===== config.mk =====
export PLATFORM = sky130hd
export DESIGN_NAME = lc3_control
export DESIGN_NICKNAME = d
export VERILOG_FILES = /design/src/rtl/lc3_pkg.sv /design/src/rtl/lc3_nzp.sv /design/src/rtl/lc3_control.sv
export SDC_FILE = /design/constraint.sdc
export NUM_CORES = 1
export LEC_CHECK = 0
export CAP_MARGIN = 20
export CORE_MARGIN = 2
export CORE_UTILIZATION = 43
export CTS_CLUSTER_DIAMETER = 30
export DETAILED_ROUTE_END_ITERATION = 8
export GPL_ROUTABILITY_DRIVEN = 0
export PLACE_DENSITY_LB_ADDON = 0.2
export SYNTH_ARGS = -nofsm -noshare
export SYNTH_HDL_FRONTEND = slang
export SYNTH_SLANG_ARGS = --single-unit
export TNS_END_PERCENT = 10

===== constraint.sdc =====
create_clock -name clk -period 2.2 [get_ports clk]
set_input_delay 0.44 -clock clk [delete_from_list [all_inputs] [get_ports clk]]
set_output_delay 0.44 -clock clk [all_outputs]
set_load 0.01 [all_outputs]

===== src/rtl/lc3_pkg.sv =====
`default_nettype none
// ============================================================================
// Module   : lc3_pkg
// Purpose  : Shared definitions for the LC-3 control unit: microsequencer
//            state encoding, opcodes, ALU operation codes, datapath mux
//            select codes, the bundled control-word type and NZP helper.
// Revision : 1.0  initial release
// ============================================================================
package lc3_pkg;

   typedef enum logic [4:0] {
      S_FETCH1 = 5'd0,
      S_FETCH2 = 5'd1,
      S_FETCH3 = 5'd2,
      S_DECODE = 5'd3,
      S_ALU    = 5'd4,
      S_BR     = 5'd5,
      S_JMP    = 5'd6,
      S_LINK   = 5'd7,
      S_JSR    = 5'd8,
      S_ADDR   = 5'd9,
      S_RD     = 5'd10,
      S_WB     = 5'd11,
      S_SDATA  = 5'd12,
      S_WR     = 5'd13,
      S_LEA    = 5'd14,
      S_TVEC   = 5'd15,
      S_TJMP   = 5'd16,
      S_HALT   = 5'd17
   } state_t;

   localparam logic [3:0] OP_BR   = 4'b0000;
   localparam logic [3:0] OP_ADD  = 4'b0001;
   localparam logic [3:0] OP_LD   = 4'b0010;
   localparam logic [3:0] OP_ST   = 4'b0011;
   localparam logic [3:0] OP_JSR  = 4'b0100;
   localparam logic [3:0] OP_AND  = 4'b0101;
   localparam logic [3:0] OP_LDR  = 4'b0110;
   localparam logic [3:0] OP_STR  = 4'b0111;
   localparam logic [3:0] OP_NOT  = 4'b1001;
   localparam logic [3:0] OP_JMP  = 4'b1100;
   localparam logic [3:0] OP_LEA  = 4'b1110;
   localparam logic [3:0] OP_TRAP = 4'b1111;

   localparam logic [1:0] ALUK_AND   = 2'b00;
   localparam logic [1:0] ALUK_NOT   = 2'b01;
   localparam logic [1:0] ALUK_ADD   = 2'b10;
   localparam logic [1:0] ALUK_PASSA = 2'b11;

   localparam logic       A1M_SR1     = 1'b0;
   localparam logic       A1M_PC      = 1'b1;
   localparam logic [1:0] A2M_SEXT11  = 2'd0;
   localparam logic [1:0] A2M_SEXT9   = 2'd1;
   localparam logic [1:0] A2M_SEXT6   = 2'd2;
   localparam logic [1:0] A2M_ZERO    = 2'd3;
   localparam logic [1:0] PCMUX_BUS   = 2'd0;
   localparam logic [1:0] PCMUX_ADDER = 2'd1;
   localparam logic [1:0] PCMUX_INC   = 2'd2;
   localparam logic       MARMUX_ZEXT8 = 1'b0;
   localparam logic       MARMUX_ADDER = 1'b1;

   // One control word per cycle; ld_cc stays internal to the control unit.
   typedef struct packed {
      logic       ld_ir;
      logic       ld_reg;
      logic       ld_pc;
      logic [2:0] dr;
      logic [2:0] sr1;
      logic [2:0] sr2;
      logic [1:0] aluk;
      logic       gate_alu;
      logic       gate_pc;
      logic       gate_marmux;
      logic       gate_mdr;
      logic       a1m_sel;
      logic [1:0] a2m_sel;
      logic [1:0] pcmux_sel;
      logic       marmux_sel;
      logic       ld_mar;
      logic       ld_mdr;
      logic       mio_en;
      logic       r_w;
      logic       halted;
      logic       ld_cc;
   } ctl_t;

   // Condition code for a bus value: {N, Z, P}, exactly one bit set.
   function automatic logic [2:0] nzp_of(input logic [15:0] value);
      if (value[15])
         return 3'b100;
      else if (value == 16'h0000)
         return 3'b010;
      else
         return 3'b001;
   endfunction

endpackage
`default_nettype wire


===== src/rtl/lc3_nzp.sv =====
`default_nettype none
// ============================================================================
// Module   : lc3_nzp
// Purpose  : NZP condition-code register and branch-enable latch.
// Ports    : clk, rst_n         - clock, async active-low reset
//            ld_cc, bus         - load NZP from the classification of bus
//            ir_nzp, ld_ben     - branch mask from IR; latch BEN when ld_ben
//            nzp, ben           - current condition codes and branch enable
// Revision : 1.0  initial release
// ============================================================================
module lc3_nzp
   import lc3_pkg::*;
#(
   parameter logic [2:0] RESET_NZP = 3'b010
) (
   input  logic        clk,
   input  logic        rst_n,
   input  logic        ld_cc,
   input  logic [15:0] bus,
   input  logic [2:0]  ir_nzp,
   input  logic        ld_ben,
   output logic [2:0]  nzp,
   output logic        ben
);

   logic [2:0] nzp_q;
   logic       ben_q;

   always_ff @(posedge clk or negedge rst_n) begin
      if (!rst_n) begin
         nzp_q <= RESET_NZP;
         ben_q <= 1'b0;
      end else begin
         if (ld_cc)
            nzp_q <= nzp_of(bus);
         // BEN uses the NZP value present before this edge, so a branch
         // never observes a condition-code update from its own cycle.
         if (ld_ben)
            ben_q <= |(ir_nzp & nzp_q);
      end
   end

   assign nzp = nzp_q;
   assign ben = ben_q;

endmodule
`default_nettype wire


===== src/rtl/lc3_control.sv =====
`default_nettype none
// ============================================================================
// Module   : lc3_control
// Purpose  : LC-3 microsequencer. Moore FSM issuing datapath load, gate and
//            mux-select strobes one state per cycle, running the MAR/MDR
//            memory handshake, and owning the NZP condition codes.
// Ports    : clk, rst_n, ir, bus, mem_ready               - inputs
//            ld_ir/ld_reg/ld_pc, dr/sr1/sr2, aluk,
//            gate_alu/gate_pc/gate_marmux/gate_mdr,
//            a1m_sel, a2m_sel, pcmux_sel, marmux_sel,
//            ld_mar, ld_mdr, mio_en, r_w, halted          - datapath controls
// Revision : 1.0  initial release
// ============================================================================
module lc3_control
   import lc3_pkg::*;
#(
   parameter logic [2:0] RESET_NZP = 3'b010
) (
   input  logic        clk,
   input  logic        rst_n,
   input  logic [15:0] ir,
   input  logic [15:0] bus,
   input  logic        mem_ready,
   output logic        ld_ir,
   output logic        ld_reg,
   output logic        ld_pc,
   output logic [2:0]  dr,
   output logic [2:0]  sr1,
   output logic [2:0]  sr2,
   output logic [1:0]  aluk,
   output logic        gate_alu,
   output logic        gate_pc,
   output logic        gate_marmux,
   output logic        gate_mdr,
   output logic        a1m_sel,
   output logic [1:0]  a2m_sel,
   output logic [1:0]  pcmux_sel,
   output logic        marmux_sel,
   output logic        ld_mar,
   output logic        ld_mdr,
   output logic        mio_en,
   output logic        r_w,
   output logic        halted
);

   state_t     state_q, state_d;
   ctl_t       ctl, ctl_out;
   logic [3:0] opcode;
   logic       ben;
   logic [2:0] nzp;
   logic       unused_bits;

   assign opcode = ir[15:12];

   // ---------------------------------------------------------------- state
   always_ff @(posedge clk or negedge rst_n) begin
      if (!rst_n)
         state_q <= S_FETCH1;
      else
         state_q <= state_d;
   end

   always_comb begin
      state_d = state_q;
      case (state_q)
         S_FETCH1: state_d = S_FETCH2;
         S_FETCH2: if (mem_ready) state_d = S_FETCH3;
         S_FETCH3: state_d = S_DECODE;
         S_DECODE: begin
            case (opcode)
               OP_ADD, OP_AND, OP_NOT: state_d = S_ALU;
               OP_BR:                  state_d = S_BR;
               OP_JMP:                 state_d = S_JMP;
               OP_JSR, OP_TRAP:        state_d = S_LINK;
               OP_LD, OP_LDR,
               OP_ST, OP_STR:          state_d = S_ADDR;
               OP_LEA:                 state_d = S_LEA;
               default:                state_d = S_HALT;
            endcase
         end
         S_LINK:   state_d = (opcode == OP_TRAP) ? S_TVEC : S_JSR;
         S_ADDR:   state_d = (opcode == OP_ST || opcode == OP_STR) ? S_SDATA : S_RD;
         // RD is shared by loads and TRAP; the opcode picks the follow-on.
         S_RD:     if (mem_ready) state_d = (opcode == OP_TRAP) ? S_TJMP : S_WB;
         S_TVEC:   state_d = S_RD;
         S_SDATA:  state_d = S_WR;
         S_WR:     if (mem_ready) state_d = S_FETCH1;
         S_HALT:   state_d = S_HALT;
         S_ALU, S_BR, S_JMP, S_JSR,
         S_WB, S_LEA, S_TJMP:
                   state_d = S_FETCH1;
         default:  state_d = S_FETCH1;
      endcase
   end

   // -------------------------------------------------------------- outputs
   always_comb begin
      ctl = '0;
      case (state_q)
         S_FETCH1: begin
            ctl.gate_pc   = 1'b1;
            ctl.ld_mar    = 1'b1;
            ctl.ld_pc     = 1'b1;
            ctl.pcmux_sel = PCMUX_INC;
         end
         S_FETCH2, S_RD: begin
            ctl.mio_en = 1'b1;
            ctl.ld_mdr = mem_ready;
         end
         S_FETCH3: begin
            ctl.gate_mdr = 1'b1;
            ctl.ld_ir    = 1'b1;
         end
         S_ALU: begin
            ctl.gate_alu = 1'b1;
            ctl.ld_reg   = 1'b1;
            ctl.ld_cc    = 1'b1;
            ctl.dr       = ir[11:9];
            ctl.sr1      = ir[8:6];
            ctl.sr2      = ir[2:0];
            case (opcode)
               OP_ADD:  ctl.aluk = ALUK_ADD;
               OP_AND:  ctl.aluk = ALUK_AND;
               default: ctl.aluk = ALUK_NOT;
            endcase
         end
         S_BR: begin
            if (ben) begin
               ctl.ld_pc     = 1'b1;
               ctl.pcmux_sel = PCMUX_ADDER;
               ctl.a1m_sel   = A1M_PC;
               ctl.a2m_sel   = A2M_SEXT9;
            end
         end
         S_JMP: begin
            ctl.ld_pc     = 1'b1;
            ctl.pcmux_sel = PCMUX_ADDER;
            ctl.a1m_sel   = A1M_SR1;
            ctl.a2m_sel   = A2M_ZERO;
            ctl.sr1       = ir[8:6];
         end
         S_LINK: begin
            ctl.gate_pc = 1'b1;
            ctl.ld_reg  = 1'b1;
            ctl.dr      = 3'd7;
         end
         S_JSR: begin
            ctl.ld_pc     = 1'b1;
            ctl.pcmux_sel = PCMUX_ADDER;
            if (ir[11]) begin
               ctl.a1m_sel = A1M_PC;
               ctl.a2m_sel = A2M_SEXT11;
            end else begin
               ctl.a1m_sel = A1M_SR1;
               ctl.a2m_sel = A2M_ZERO;
               ctl.sr1     = ir[8:6];
            end
         end
         S_ADDR: begin
            ctl.ld_mar      = 1'b1;
            ctl.gate_marmux = 1'b1;
            ctl.marmux_sel  = MARMUX_ADDER;
            if (opcode == OP_LD || opcode == OP_ST) begin
               ctl.a1m_sel = A1M_PC;
               ctl.a2m_sel = A2M_SEXT9;
            end else begin
               ctl.a1m_sel = A1M_SR1;
               ctl.a2m_sel = A2M_SEXT6;
               ctl.sr1     = ir[8:6];
            end
         end
         S_WB: begin
            ctl.gate_mdr = 1'b1;
            ctl.ld_reg   = 1'b1;
            ctl.ld_cc    = 1'b1;
            ctl.dr       = ir[11:9];
         end
         S_SDATA: begin
            ctl.sr1      = ir[11:9];
            ctl.aluk     = ALUK_PASSA;
            ctl.gate_alu = 1'b1;
            ctl.ld_mdr   = 1'b1;
         end
         S_WR: begin
            ctl.mio_en = 1'b1;
            ctl.r_w    = 1'b1;
         end
         S_LEA: begin
            ctl.gate_marmux = 1'b1;
            ctl.marmux_sel  = MARMUX_ADDER;
            ctl.a1m_sel     = A1M_PC;
            ctl.a2m_sel     = A2M_SEXT9;
            ctl.ld_reg      = 1'b1;
            ctl.dr          = ir[11:9];
         end
         S_TVEC: begin
            ctl.ld_mar      = 1'b1;
            ctl.gate_marmux = 1'b1;
            ctl.marmux_sel  = MARMUX_ZEXT8;
         end
         S_TJMP: begin
            ctl.gate_mdr  = 1'b1;
            ctl.ld_pc     = 1'b1;
            ctl.pcmux_sel = PCMUX_BUS;
         end
         S_HALT: ctl.halted = 1'b1;
         default: ctl = '0;
      endcase
   end

   // The state register already sits in FETCH1 during reset; masking with
   // rst_n keeps every strobe (including mio_en) low until release.
   assign ctl_out = rst_n ? ctl : '0;

   assign ld_ir       = ctl_out.ld_ir;
   assign ld_reg      = ctl_out.ld_reg;
   assign ld_pc       = ctl_out.ld_pc;
   assign dr          = ctl_out.dr;
   assign sr1         = ctl_out.sr1;
   assign sr2         = ctl_out.sr2;
   assign aluk        = ctl_out.aluk;
   assign gate_alu    = ctl_out.gate_alu;
   assign gate_pc     = ctl_out.gate_pc;
   assign gate_marmux = ctl_out.gate_marmux;
   assign gate_mdr    = ctl_out.gate_mdr;
   assign a1m_sel     = ctl_out.a1m_sel;
   assign a2m_sel     = ctl_out.a2m_sel;
   assign pcmux_sel   = ctl_out.pcmux_sel;
   assign marmux_sel  = ctl_out.marmux_sel;
   assign ld_mar      = ctl_out.ld_mar;
   assign ld_mdr      = ctl_out.ld_mdr;
   assign mio_en      = ctl_out.mio_en;
   assign r_w         = ctl_out.r_w;
   assign halted      = ctl_out.halted;

   // ------------------------------------------------------ condition codes
   lc3_nzp #(
      .RESET_NZP (RESET_NZP)
   ) u_nzp (
      .clk    (clk),
      .rst_n  (rst_n),
      .ld_cc  (ctl_out.ld_cc),
      .bus    (bus),
      .ir_nzp (ir[11:9]),
      .ld_ben (state_q == S_DECODE),
      .nzp    (nzp),
      .ben    (ben)
   );

   // imm5 and the raw NZP value are not needed by the sequencer itself.
   assign unused_bits = ^{ir[5:3], nzp};

endmodule
`default_nettype wire

# Word-level counts from Yosys, hierarchy flattened
# Memory sizes are Yosys's and may differ from the RTL's.
# Cells that the tools add are included.
[word_totals]
memories = 1
out_inout_bits = 29
latch_bits = 0
regBits = 9
mem_bits_ro = 80
mem_bits_rw = 0
in_bits = 35
[classes]
n_bitwise = 1
magnitude_cmp = 0
n_mux = 36
n_div = 0
eq_ne = 26
reduce_logical = 19
multipliers = 0
addsub = 0
shifts = 0
[mem_list]
columns = ["memory", "depth", "word_bits", "read_ports", "rd_ports_with_merged_regs", "wr", "line_no", "text"]
rows = [
  ["(no name shown)", 16, 5, 1, 0, 0, "lc3_control.sv:70", "case (opcode)"],
]
[ops]
columns = ["cell", "count"]
rows = [
  ["case mux 5 bit (11 select lines)", 1],
  ["== test 5 x 4 -> 1 bit, second input constant", 8],
  ["2-to-1 mux 30 bit", 1],
  ["2-to-1 mux 5 bit", 5],
  ["2-to-1 mux 3 bit", 8],
  ["== test 5 x 3 -> 1 bit, second input constant", 4],
  ["OR reduction 3 bit", 6],
  ["zero test 16 bit", 1],
  ["case mux 3 bit (5 select lines)", 1],
  ["2-to-1 mux 1 bit", 12],
  ["case mux 3 bit (2 select lines)", 2],
  ["case mux 3 bit (4 select lines)", 1],
  ["OR reduction 2 bit", 6],
  ["== test 5 x 2 -> 1 bit, second input constant", 2],
  ["== test 5 bit, second input constant", 2],
  ["== test 4 x 2 -> 1 bit, second input constant", 2],
  ["== test 4 x 3 -> 1 bit, second input constant", 2],
  ["OR reduction 4 bit", 2],
  ["!= test 2 bit, second input constant", 3],
  ["case mux 2 bit (3 select lines)", 1],
  ["== test 5 x 1 -> 1 bit, second input constant", 1],
  ["zero test 5 bit", 1],
  ["== test 4 x 1 -> 1 bit, second input constant", 1],
  ["== test 4 bit, second input constant", 1],
  ["6 further kinds", 8],
]

# Longest topological paths before layout
[logic_depth]
ltp_word = 5
ltp_mapped = 7
ltp_nobuf = 5

# Modules after synthesis
# From an unflattened synthesis, not the netlist that was laid out.
[unflattened]
hier_cells = 226
hier_area_um2 = 1621.6
[by_module_without_submodules]
columns = ["mod", "instances", "area_each_um2", "cells_each"]
rows = [
  ["lc3_control", 1, 1392.6, 207],
  ["lc3_nzp", 1, 229.0, 19],
]

# Worst setup path after synthesis
# No wires, ideal clock.
[synth_path]
path_type = "reg-to-output"
from = "reg state_q[4]"
to = "out gate_pc"
n_path_buf = 1
path_stages_with_launch = 6
required_time_ns = 1.760
slack_ns = 0.304
arrival_ns = 1.456
path_cell_list = "dfrtp_1 > clkbuf_1 > nor2_1 > nand3b_1 > nor3_1 > a21o_1"
[synth_via]
elab_chain_cells = 4
elab_cells_between_ends = 5
classes_between = "eq/ne: 1; mux: 2; reduce/logical: 2"
[synth_rtl]
columns = ["element", "line_no", "text"]
rows = [
  ["from (decl)", "lc3_control.sv:46", "state_t state_q, state_d;"],
  ["from (signal assigned)", "lc3_control.sv:60", "state_q <= state_d;"],
  ["== test 5 x 3 -> 1 bit or zero test 5 bit (tied branches)", "lc3_control.sv:99", "case (state_q)"],
  ["OR reduction 2 bit (no source line) (*)", "--", ""],
  ["2-to-1 mux 1 bit (*)", "lc3_control.sv:99", ""],
  ["2-to-1 mux 30 bit (*)", "lc3_control.sv:213", "assign ctl_out = rst_n ? ctl : '0;"],
  ["to (decl)", "lc3_control.sv:32", "output logic gate_pc,"],
]
# Mark *: on every way between the ends. The rest lies on a longest branch, timed or not.

# Worst setup path in the final report
[layout_path]
from = "reg state_q[3]"
to = "out a2m_sel[0]"
[layout_via]
elab_chain_cells = 3
elab_cells_between_ends = 7
classes_between = "eq/ne: 5; mux: 2"
[layout_rtl]
columns = ["element", "line_no", "text"]
rows = [
  ["== test 5 x 4 -> 1 bit or == test 5 x 3 -> 1 bit (tied branches)", "lc3_control.sv:99", ""],
  ["case mux 3 bit (5 select lines) (*)", "lc3_control.sv:99", ""],
  ["2-to-1 mux 30 bit (*)", "lc3_control.sv:213", ""],
  ["to (decl)", "lc3_control.sv:36", "output logic [1:0] a2m_sel,"],
]
# Marked as above.

==> run metrics <==
wire per inst 17.1 um; Net Sw Power 1.32 mW; all-layer global routing usage 0.308; initial core utilization 0.444; Fin Clk Skew 0.00198 ns; largest net degree at the start of global routing 19; Synth area leaders dfrtp_1, a21oi_1, nand2_1; fillcell total about 240; ys async rst share 1.00; Power Density 1040 nW/um^2; Hold Crit Class primary input to asynchronous set/reset pin; DRT iter0 DRCs roughly 240; routed via count 2,171; number of global-route vias before repair 2,055; period utilization 1.13; core footprint 3340 sq um; peak supply drop 0.467 mV; Total Wirelength 6.29 mm; n_diodes 0; clk_lat worst skew 0.27 ns; CTS Buf Count 3; CTS tree done; Port-buffer cells 60; worst hold slack 0.414 ns; Die H 62.7 um; #FFs+latches synth 9; CP top delay family buffers and inverters; Netlist cell types 58; Worst-path clk slew roughly 0.06 ns; critical path class register to output pin; CP arrival 2.04 ns; Worst Path Required about 1.8 ns; htree depth 1; first-pass GRT wire length 9.74 mm; Post-Synthesis Cells 207; Synth Flop Type dfrtp_1; # rows 21; Die ar. 3930 sq um; count of hold-fix buffers inserted at cts 0; count leader, synth nand2_1; via/cell ratio 5.90; Final Net Count 358; largest area contributor in the netlist dfrtp_1; Power Total 2.73 mW; nature of the critical path endpoint output pin; cell internal pwr 1.41 mW; Final Slew Violations 0; layout cells sized above 1 0.419; commonest cells in the netlist nand2_1, nor2_1, a21oi_1; measured slew at the worst slew-check pin 0.523 ns; Die Wd 62.7 um; Root Buffer clkbuf_4; unrepaired setup endpoints after global routing yes; post-synthesis cell area 1480 sq um; Crit Path Max Fanout 9; Syn Area/Cell 7.16 sq um; max_cap viols 0; yosys warns 0; power share of the clock group 0.048; placed cell count 352; hpwl dp 4.74 mm; ANT nets after route 0; Longest Clk Path Bufs 2; final setup fails 13; crit-path cells buf_4, buf_4, buf_4, nand2_1, o21ai_0, a32oi_1, a21oi_1, dlygate4sd2_1; CTS sink count 9; sequential cell area fraction in the yosys report 0.153; drt drc 0; combinational power share 0.838; outcome complete, but fails checks; Crit-path slowest cell dfrtp_2; residual overflow from global routing 0; Final WS setup -0.282 ns; Max stage delay on crit path approximately 0.42 ns; non-filler cells in the finished layout around 370; cell mode on critical path buf_4; router iterations before antenna repair 5; violated checks negative setup slack; # IOs 64; Pleak between 1 and 1.5 nW; Worst Path Buf+Inv 4; layout overhead on the synthesized area 76.5%; share of the synthesized area in the top cell type 0.135; Relative slew margins 0.647; fmax 403 MHz; crit path launch type register; post-route minimum period 2.48 ns; Sw Share 0.484; Reg power frac 0.113; endpoints failing hold 0; EDFF count, synth 0; antenna violations before repair 0; syn_nets 242
cells by family after synthesis:
group / after synthesis / synth area share
XOR/XNOR: 3 / 0.0228
AND/OR/NAND/NOR: 100 / 0.391
buffers and inverters: 23 / 0.0962
flip-flops: 9 / 0.153
AO/OA/AOI/OAI: 68 / 0.308
multiplexers: 4 / 0.0295
per-stage QoR:
step	util	setup slack (ns)	cell area [sq um]	setup TNS (ns)
3_3_place_gp	0.734	-0.464	2450	-8.43
5_1_grt	0.784	-0.336	2620	-2.64
3_5_place_dp	0.734	-0.535	2450	-9.69
4_1_cts	0.767	-0.204	2560	-0.716
2_1_floorplan	-	0.304	1480	0
6_report	0.784	-0.282	2620	-1.36
cell type report:
cell class	instances	area, sq um	area share
Clock buffer	4	26.3	0.0100
Inverter	4	15.0	0.00574
Multi-Input combinational cell	175	1230	0.472
Sequential cell	9	231	0.0885
Tap cell	46	57.6	0.0220
Timing Repair Buffer	130	1050	0.402
registers in the layout, indices dropped and copies added, names as in the netlist:
signal and flops:
u_nzp.nzp 3, state_q 5, u_nzp.ben 1
power by group through the flow:
stage	logic, mW	clock network [mW]	registers [mW]
after floorplan	1.21	0	0.264
after global placement	1.96	0	0.307
after detailed placement	1.99	0	0.311
after CTS	2.08	0.134	0.315
after global routing	2.44	0.144	0.315
final	2.29	0.132	0.309
metal layers:
metal / track usage / vias up / wire length, um
met5: 0 / - / 0
met4: 0.0556 / 0 / 125
met3: 0.0559 / 17 / 543
met2: 0.535 / 128 / 3080
met1: 0.400 / 1027 / 2540
li1: - / 999 / -
worst paths after layout:
kind	startpoint	endpoint	slack [ns]	cells past startpoint
worst max register to register	state_q[2]$_DFFE_PN0P_	state_q[1]$_DFFE_PN0P_	0.20	8
min in group clk	u_nzp.nzp[0]$_DFFE_PN0P_	u_nzp.nzp[0]$_DFFE_PN0P_	0.53	1
worst min-delay path	rst_n	state_q[3]$_DFFE_PN0P_	0.41	2
max in group asynchronous	rst_n	u_nzp.nzp[1]$_DFFE_PN1P_	1.55	2
worst min register to register	u_nzp.nzp[0]$_DFFE_PN0P_	u_nzp.nzp[0]$_DFFE_PN0P_	0.53	1
worst max-delay path	state_q[3]$_DFFE_PN0P_	a2m_sel[0]	-0.28	8
layout by cell type (no fill, tap or decap), types with 5 or more instances in the layout:
cell / Yosys / final
dlygate4sd2_1: 0 / 7
buf_2: 8 / 8
buf_4: 2 / 69
nor2_1: 20 / 17
a21oi_1: 19 / 18
nand3_1: 7 / 5
clkbuf_2: 1 / 9
nand2b_1: 7 / 6
clkdlybuf4s15_2: 0 / 5
o21a_1: 6 / 6
and2_1: 5 / 5
nand2_1: 21 / 20
a31oi_1: 5 / 5
o21ai_0: 8 / 6
clkdlybuf4s50_1: 0 / 29
worst register-to-register path: stages, from the launching register on:
cell and delay [ns]:
dfrtp_2 0.43, buf_4 0.18, buf_4 0.18, nand2b_4 0.17, buf_4 0.16, nor3_2 0.33
a41o_1 0.24, a21oi_1 0.07, o32ai_1 0.14
timing repair:
item | CTS | global route
resized for setup | 76 | 42
endpoints found under the setup margin | 29 | 25
endpoints found under the hold margin | 0 | 0
buffers inserted | 6 | 6
pin swaps | 11 | 7
(Power assumes the default switching activity.)
